`src/rtl/clock_gate_ctrl.sv`:
```
// ---------------------------------------------------------------------------
// clock_gate_ctrl
//
// Produces the enable for the clock gater cell (E pin) of one gated clock
// domain. Runs on the free-running clock. The domain is gated after a
// programmable run of idle cycles, or on an explicit sleep request. It is
// re-enabled on a wake request, and readiness is flagged after a settle delay.
//
// Parameters
//   IDLE_CYCLES  consecutive idle cycles required before gating (>= 1)
//   WAKE_CYCLES  cycles ClkEn is high before ClkRdy asserts   (>= 1)
//
// Ports
//   clk         in   free-running (ungated) clock
//   reset_n     in   asynchronous, active-low reset
//   AutoGateEn  in   1 = automatic idle gating allowed
//   Busy        in   1 = work pending in the gated domain
//   SleepReq    in   level request to gate the domain
//   WakeReq     in   level request to ungate; overrides every sleep cause
//   SleepAck    out  1 = domain gated in response to SleepReq
//   ClkEn       out  to gater E input; 1 = clock runs
//   ClkRdy      out  1 = gated clock running and settled
//   Gated       out  1 = clock currently gated
//
// All outputs are flops loaded from the next-state decode, so there is no
// combinational path from any input to any output.
// ---------------------------------------------------------------------------
module clock_gate_ctrl #(
  parameter int IDLE_CYCLES = 16,
  parameter int WAKE_CYCLES = 2
) (
  input  logic clk,
  input  logic reset_n,
  input  logic AutoGateEn,
  input  logic Busy,
  input  logic SleepReq,
  input  logic WakeReq,
  output logic SleepAck,
  output logic ClkEn,
  output logic ClkRdy,
  output logic Gated
);

  localparam int MAX_CYC = (IDLE_CYCLES > WAKE_CYCLES) ? IDLE_CYCLES : WAKE_CYCLES;
  localparam int CW      = $clog2(MAX_CYC) + 1;

  localparam logic [CW-1:0] IDLE_LAST = CW'(IDLE_CYCLES - 1);
  localparam logic [CW-1:0] WAKE_LAST = CW'(WAKE_CYCLES - 1);
  localparam logic [CW-1:0] CNT_ONE   = CW'(1);

  localparam logic [1:0] S_WAKE  = 2'd0;
  localparam logic [1:0] S_RUN   = 2'd1;
  localparam logic [1:0] S_COUNT = 2'd2;
  localparam logic [1:0] S_GATED = 2'd3;

  // Parameter legality is checked at elaboration.
  if (IDLE_CYCLES < 1) begin : g_idle_chk
    $error("clock_gate_ctrl: IDLE_CYCLES must be >= 1");
  end
  if (WAKE_CYCLES < 1) begin : g_wake_chk
    $error("clock_gate_ctrl: WAKE_CYCLES must be >= 1");
  end

  logic [1:0]    state;
  logic [1:0]    state_nxt;
  logic [CW-1:0] cnt;
  logic [CW-1:0] cnt_nxt;
  logic          slp_cond;

  // Any sleep cause is present, nothing is pending, and no wake is requested.
  assign slp_cond = ~Busy & (AutoGateEn | SleepReq) & ~WakeReq;

  // NOTE: every signal assigned here gets a default first so that no path
  // leaves it unassigned; otherwise synthesis infers a latch.
  always_comb begin
    state_nxt = state;
    cnt_nxt   = cnt;
    case (state)
      S_WAKE: begin
        // Settle delay runs to completion; inputs are not looked at.
        if (cnt == WAKE_LAST) begin
          state_nxt = S_RUN;
          cnt_nxt   = '0;
        end else begin
          cnt_nxt = cnt + CNT_ONE;
        end
      end
      S_RUN: begin
        // The idle cycle that triggers the move already counts as one.
        if (slp_cond) begin
          state_nxt = S_COUNT;
          cnt_nxt   = CNT_ONE;
        end
      end
      S_COUNT: begin
        if (!slp_cond) begin
          state_nxt = S_RUN;
          cnt_nxt   = '0;
        end else if (cnt >= IDLE_LAST) begin
          state_nxt = S_GATED;
          cnt_nxt   = '0;
        end else begin
          cnt_nxt = cnt + CNT_ONE;
        end
      end
      S_GATED: begin
        // Busy cannot wake the domain; only a wake request or the loss of
        // both gate causes does.
        if (WakeReq || (!SleepReq && !AutoGateEn)) begin
          state_nxt = S_WAKE;
          cnt_nxt   = '0;
        end
      end
      default: begin
        state_nxt = S_WAKE;
        cnt_nxt   = '0;
      end
    endcase
  end

  // Reset forces ClkEn high immediately; the gater's own latch hides any
  // partial high phase this creates.
  // NOTE: state flops use non-blocking assignments so every flop samples the
  // pre-edge value of the others, matching real hardware.
  always_ff @(posedge clk or negedge reset_n) begin
    if (!reset_n) begin
      state    <= S_WAKE;
      cnt      <= '0;
      ClkEn    <= 1'b1;
      ClkRdy   <= 1'b0;
      SleepAck <= 1'b0;
      Gated    <= 1'b0;
    end else begin
      state    <= state_nxt;
      cnt      <= cnt_nxt;
      ClkEn    <= (state_nxt != S_GATED);
      ClkRdy   <= (state_nxt == S_RUN) || (state_nxt == S_COUNT);
      Gated    <= (state_nxt == S_GATED);
      SleepAck <= (state_nxt == S_GATED) && SleepReq;
    end
  end

endmodule

```
`config.mk`:
```
export PLATFORM = sky130hd
export DESIGN_NAME = clock_gate_ctrl
export DESIGN_NICKNAME = d
export VERILOG_FILES = /design/src/rtl/clock_gate_ctrl.sv
export SDC_FILE = /design/constraint.sdc
export NUM_CORES = 1
export LEC_CHECK = 0
export ABC_AREA = 1
export BUFFER_PORTS_ARGS = -buffer_cell sky130_fd_sc_hd__clkbuf_2
export CORE_AREA = 3 3 40 42
export DETAILED_ROUTE_END_ITERATION = 8
export DIE_AREA = 0 0 43 45
export HOLD_SLACK_MARGIN = 0.06
export MAX_ROUTING_LAYER = met4
export PLACE_DENSITY = 0.71
export SETUP_SLACK_MARGIN = 0.02
export SYNTH_ARGS = -nofsm -noshare
export SYNTH_HDL_FRONTEND = slang
export SYNTH_SLANG_ARGS = --single-unit
```
`constraint.sdc`:
```
create_clock -name clk -period 2.08 [get_ports clk]
set_input_delay 0.416 -clock clk [delete_from_list [all_inputs] [get_ports clk]]
set_output_delay 0.416 -clock clk [all_outputs]
set_load 0.01 [all_outputs]
```
== Word level (Yosys, flattened, before mapping) ==
Cells that the tools add are included.
Storage, ports and cells
  flip-flop bits (word level): 11
  bits of input ports: 6
  output and inout port bits: 4
Operators by class
  add/sub/neg operators: 1
  order comparisons: 1
  equal/unequal tests: 10
  multiplexer cells: 12
  bitwise logic cells: 5
  reduce and logical (&&, ||, !) cells: 8
Operator list (number)
  $mux 5: 5
  $pmux 5 s4: 1
  $mux 2: 5
  $eq 2x2->1 const B: 4
  $pmux 2 s4: 1
  $ne 2x2->1 const B: 3
  $add 5x1->5 const B: 1
  $eq 5x1->1 const B: 1
  $ge 5x4->1 const B: 1
  $eq 2x1->1 const B: 2
  $and 1x1->1: 2
  $logic_and 1x1->1: 2
  $logic_not 1->1: 2
  $logic_not 2->1: 1
  $logic_or 1x1->1: 2
  $not 1->1: 2
  $reduce_and 2->1: 1
  $or 1x1->1: 1

== Longest topological paths before layout ==
  depth in word-level cells: 7
  depth in mapped cells: 13

== Worst setup path after synthesis ==
No wires, ideal clock.
  kind: reg-to-reg
  from: register cnt[0]
  to: register ClkRdy
  setup time: 0.126 ns
  arrival time: 1.620 ns
  slack: 0.334 ns
  cell stages (with the launch flop): 12
  path buffers: 0
  path through: dfrtp_1 > ha_1 > nand2_1 > nor2_1 > ha_1 > nor2_1 > nand2_1 > o21ai_0 > nand2_1 > nand2_2 > inv_1 > ha_1
On the way
  cells in the longest elaborated chain, start to end: 6
  elaborated cells on any way between the ends: 9
  those cells by class: order compare (1); eq/ne (3); mux (4); reduce/logical (1)
RTL lines
  from (decl): RTL line 66  | logic [CW-1:0] cnt;
  from (signal assigned): RTL line 135  | cnt <= cnt_nxt;
  $ge 5x4->1: RTL line 99  | end else if (cnt >= IDLE_LAST) begin
  $mux 2: RTL line 99
  $mux 2: RTL line 96  | if (!slp_cond) begin
  $pmux 2 s4 *: RTL line 78  | case (state)
  $eq 2x1->1 / $eq 2x2->1 (equally long branches): RTL line 137  | ClkRdy <= (state_nxt == S_RUN) || (state_nxt == S_COUNT);
  $logic_or 1x1->1 *: RTL line 137
  to (signal assigned): RTL line 137
  to (decl): RTL line 40  | output logic ClkRdy,
Mark *: on every way between the ends. The rest lies on a longest branch, timed or not.
A chain may end at the register's enable or synchronous reset.

== Worst setup path in the final report ==
Same ends and word-level chain as after synthesis.

==> flow_metrics.py <==
metrics = {
    "grt": {
        "overflow": 0,
        "grt_use_met3_pct": 4.78,
        "grt_max_degree": 12,
        "grt_pass1_wl_mm": 2.42,
        "grt.busiest_layer": "met2",
        "globalRouteMet1Util_pct": 19.4,
        "grt.total_usage_pct": 17.3,
        "grt_use_met2_pct": 30.2,
        "antenna_found_initial": 0,
        "grt_pass1_vias": 545,
    },
    "floorplan": {
        "num_io_pins": 10,
        "die_y_um": 45,
        "initial_core_util_pct": 51.0,
        "rows": 13,
        "dieArea_mm2": 0.00194,
        "die_w_um": 43,
        "core_area_mm2": 0.00128,
    },
    "pwr": {
        "cellPowerDensity_mw_per_mm2": 1130,
        "cellLeakagePower_nw": 0.428,
        "ir_drop_v": 0.000712,
    },
    "timing": {
        "fmax_mhz": 533,
        "finalSetupViolCount": 0,
        "fin_skew_ns": 0.00491,
        "setup-tns-final_ns": 0,
        "finalHoldViolCount": 0,
        "rsz0062_at_grt": "no",
        "relSlewSlack_pct": 72.8,
        "post-route-period-util_pct": 90.2,
        "period_minus_slack_ns": 1.88,
        "drv_slew": 0,
        "tightest_slew_ns": 0.406,
        "hold_ws_ns": 0.356,
    },
    "logic_synthesis": {
        "ys_seq_area_share_pct": 42.2,
        "syn_inst": 86,
        "syn_nets": 96,
        "yosysUniqueCellTypes": 15,
        "ys_ff_latch": 11,
        "syn_area_um2": 656,
        "yosysWarningCount": 0,
        "synth_area_per_cell_um2": 7.62,
    },
    "worst_setup_path": {
        "critPathBufInv": 1,
        "critPathCaptureType": "flop",
        "r2r_end": "ClkRdy",
        "cp_cell_sequence": "ha_1 -> nand2_1 -> nor2_1 -> ha_1 -> nor2_1 -> nand2_1 -> o21ai_1 -> nand2_1 -> nand2_2 -> inv_1 -> ha_1",
        "crit_type": "flop to flop",
        "required_ns": 2.23,
        "rrSetupSlack_ns": 0.20,
        "crit_arrival_ns": 2.02,
        "ff2ff_path_depth": 11,
        "start_kind": "flop",
        "cp_max_fo": 5,
        "cp_slowest_cell": "dfrtp_2",
        "cp_slowest_stage_delay_ns": 0.44,
        "r2r-start": "cnt[0]",
        "crit_family": "adder cells",
    },
    "min_path": {
        "worstHoldEndpoint": "SleepAck",
        "hold_class": "primary input to flop",
        "hold_start": "SleepReq",
        "hold_depth": 3,
    },
    "drt": {
        "drc_errors": 0,
        "wl_mm": 1.34,
        "drtIter0Drc": 12,
        "routedWlPerCell_um": 11.6,
        "dr.pass1.iters": 4,
        "dr_total_vias": 586,
        "postRouteAntennaNets": 0,
        "drt-vias-per-instance": 5.10,
    },
    "layout": {
        "multi_input_area_um2": 300,
        "fin_util_pct": 58.9,
        "area_growth_pct": 15.5,
        "layout-drive-gt1-share_pct": 20.0,
        "nets": 111,
        "seqCellArea_um2": 278,
        "fill_cells": 121,
        "diodes": 0,
    },
    "placement": {
        "hpwl_mm": 1.09,
        "portBuffers": 9,
        "place.gp.congestion": 0.758,
    },
    "clock_network": {
        "numCtsBuffers": 3,
        "clock_path_buffers": 2,
        "clock-root-buffer": "clkbuf_4",
        "h-tree-depth": 1,
        "clock-sinks": 11,
        "clkTransAtPathRegs_ns": 0.07,
        "cts_setup_buffers": 0,
        "clkLatencyLatePin_ns": 0.26,
        "cts_tree": "done",
    },
    "run_status": {
        "status": "completed",
    },
    "job": {
        "maxCapViolCount": 0,
    },
}
==> per-stage QoR <==
step | instances | setup WS, ns | cell area, µm² | power, W
floorplan | 86 | 0.334 | 656 | 0.000602
global placement | 110 | 0.196 | 719 | 0.000699
detailed placement | 110 | 0.165 | 719 | 0.000713
CTS | 115 | 0.150 | 756 | 0.000858
global route | 115 | 0.0464 | 757 | 0.000946
finish | 115 | 0.204 | 757 | 0.000858
==> report_power, final <==
part | internal, W | total, W | switching [W]
registers | 0.000281 | 0.000342 | 0.0000612
logic | 0.000128 | 0.000374 | 0.000246
clock network | 0.0000741 | 0.000142 | 0.0000679
total | 0.000483 | 0.000858 | 0.000375
==> metal layers <==
layer	routed length, µm	vias up
met5	0	-
met4	28	0
met3	61	4
met2	680	20
met1	566	259
li1	-	303
==> logic make-up after synthesis <==
logic type / share of synthesized area [%]
flops: 42.2
compound gates: 5.91
xor+xnor: 1.34
buf+inv: 12.0
simple gates: 30.9
fa+ha+maj: 7.63
==> worst register-to-register path: stages, from the launching register on <==
cell     delay, ns
dfrtp_2       0.44
ha_1          0.23
nand2_1       0.07
nor2_1        0.05
ha_1          0.19
nor2_1        0.09
nand2_1       0.09
o21ai_1       0.13
nand2_1       0.08
nand2_2       0.08
inv_1         0.05
ha_1          0.27
==> synthesized netlist by cell type <==
master / instances / share of area [%]
inv_1: 21 / 12
nand2_1: 15 / 8.6
dfrtp_1: 10 / 38
nand3_1: 10 / 7.6
nand4_1: 6 / 5.7
nor2_1: 6 / 3.4
ha_1: 4 / 7.6
nor2_2: 3 / 2.9
o21ai_0: 3 / 2.3
nand2_2: 2 / 1.9
o211ai_1: 2 / 2.3
dfstp_2: 1 / 4.0
nor3_1: 1 / 0.76
o21ai_2: 1 / 1.3
xor2_1: 1 / 1.3
==> worst max path at each step <==
stage | start | to | slack, ns | depth (start not counted)
global placement | cnt[0] | ClkRdy | 0.20 | 11
floorplan | cnt[0] | ClkRdy | 0.33 | 11
detailed placement | cnt[0] | ClkRdy | 0.17 | 11
finish | cnt[0] | ClkRdy | 0.20 | 11
global route | cnt[0] | SleepAck | 0.05 | 13
CTS | cnt[0] | ClkRdy | 0.15 | 11
==> layout by cell type (no fill, tap or decap) <==
| cell type | count |
|---|---|
| nand3_1 | 10 |
| o21ai_0 | 2 |
| inv_1 | 21 |
| clkbuf_2 | 9 |
| o21ai_1 | 1 |
| clkbuf_1 | 1 |
| dfrtp_1 | 9 |
| dlygate4sd3_1 | 1 |
| dfstp_2 | 1 |
| dfrtp_2 | 1 |
| clkbuf_4 | 3 |
| o211ai_1 | 2 |
| nor3_1 | 1 |
| nand2_1 | 15 |
| nor2_1 | 6 |
| nor2_2 | 3 |
| o21ai_2 | 1 |
| ha_1 | 4 |
| xor2_1 | 1 |
| nand4_1 | 6 |
| nand2_2 | 2 |
==> layout make-up <==
| cell class | instances | area share [%] |
|---|---|---|
| repair buffers | 10 | 7.27 |
| flip-flops and latches | 11 | 36.7 |
| well taps | 15 | 2.48 |
| inverters | 21 | 10.4 |
| multi-input cells | 54 | 39.7 |
| clock buffers | 4 | 3.47 |
==> state kept, by name, indices dropped and copies added, names as in the netlist <==
register,count
cnt,5
state,2
ClkEn,1
ClkRdy,1
Gated,1
SleepAck,1
==> timing repair <==
item / CTS / global route
hold endpoints to repair: 10 / 0
hold buffers: 1 / 0
endpoints found under the setup margin: 0 / 2
gates resized for setup: 0 / 2
Power figures use the tool's default switching activity.
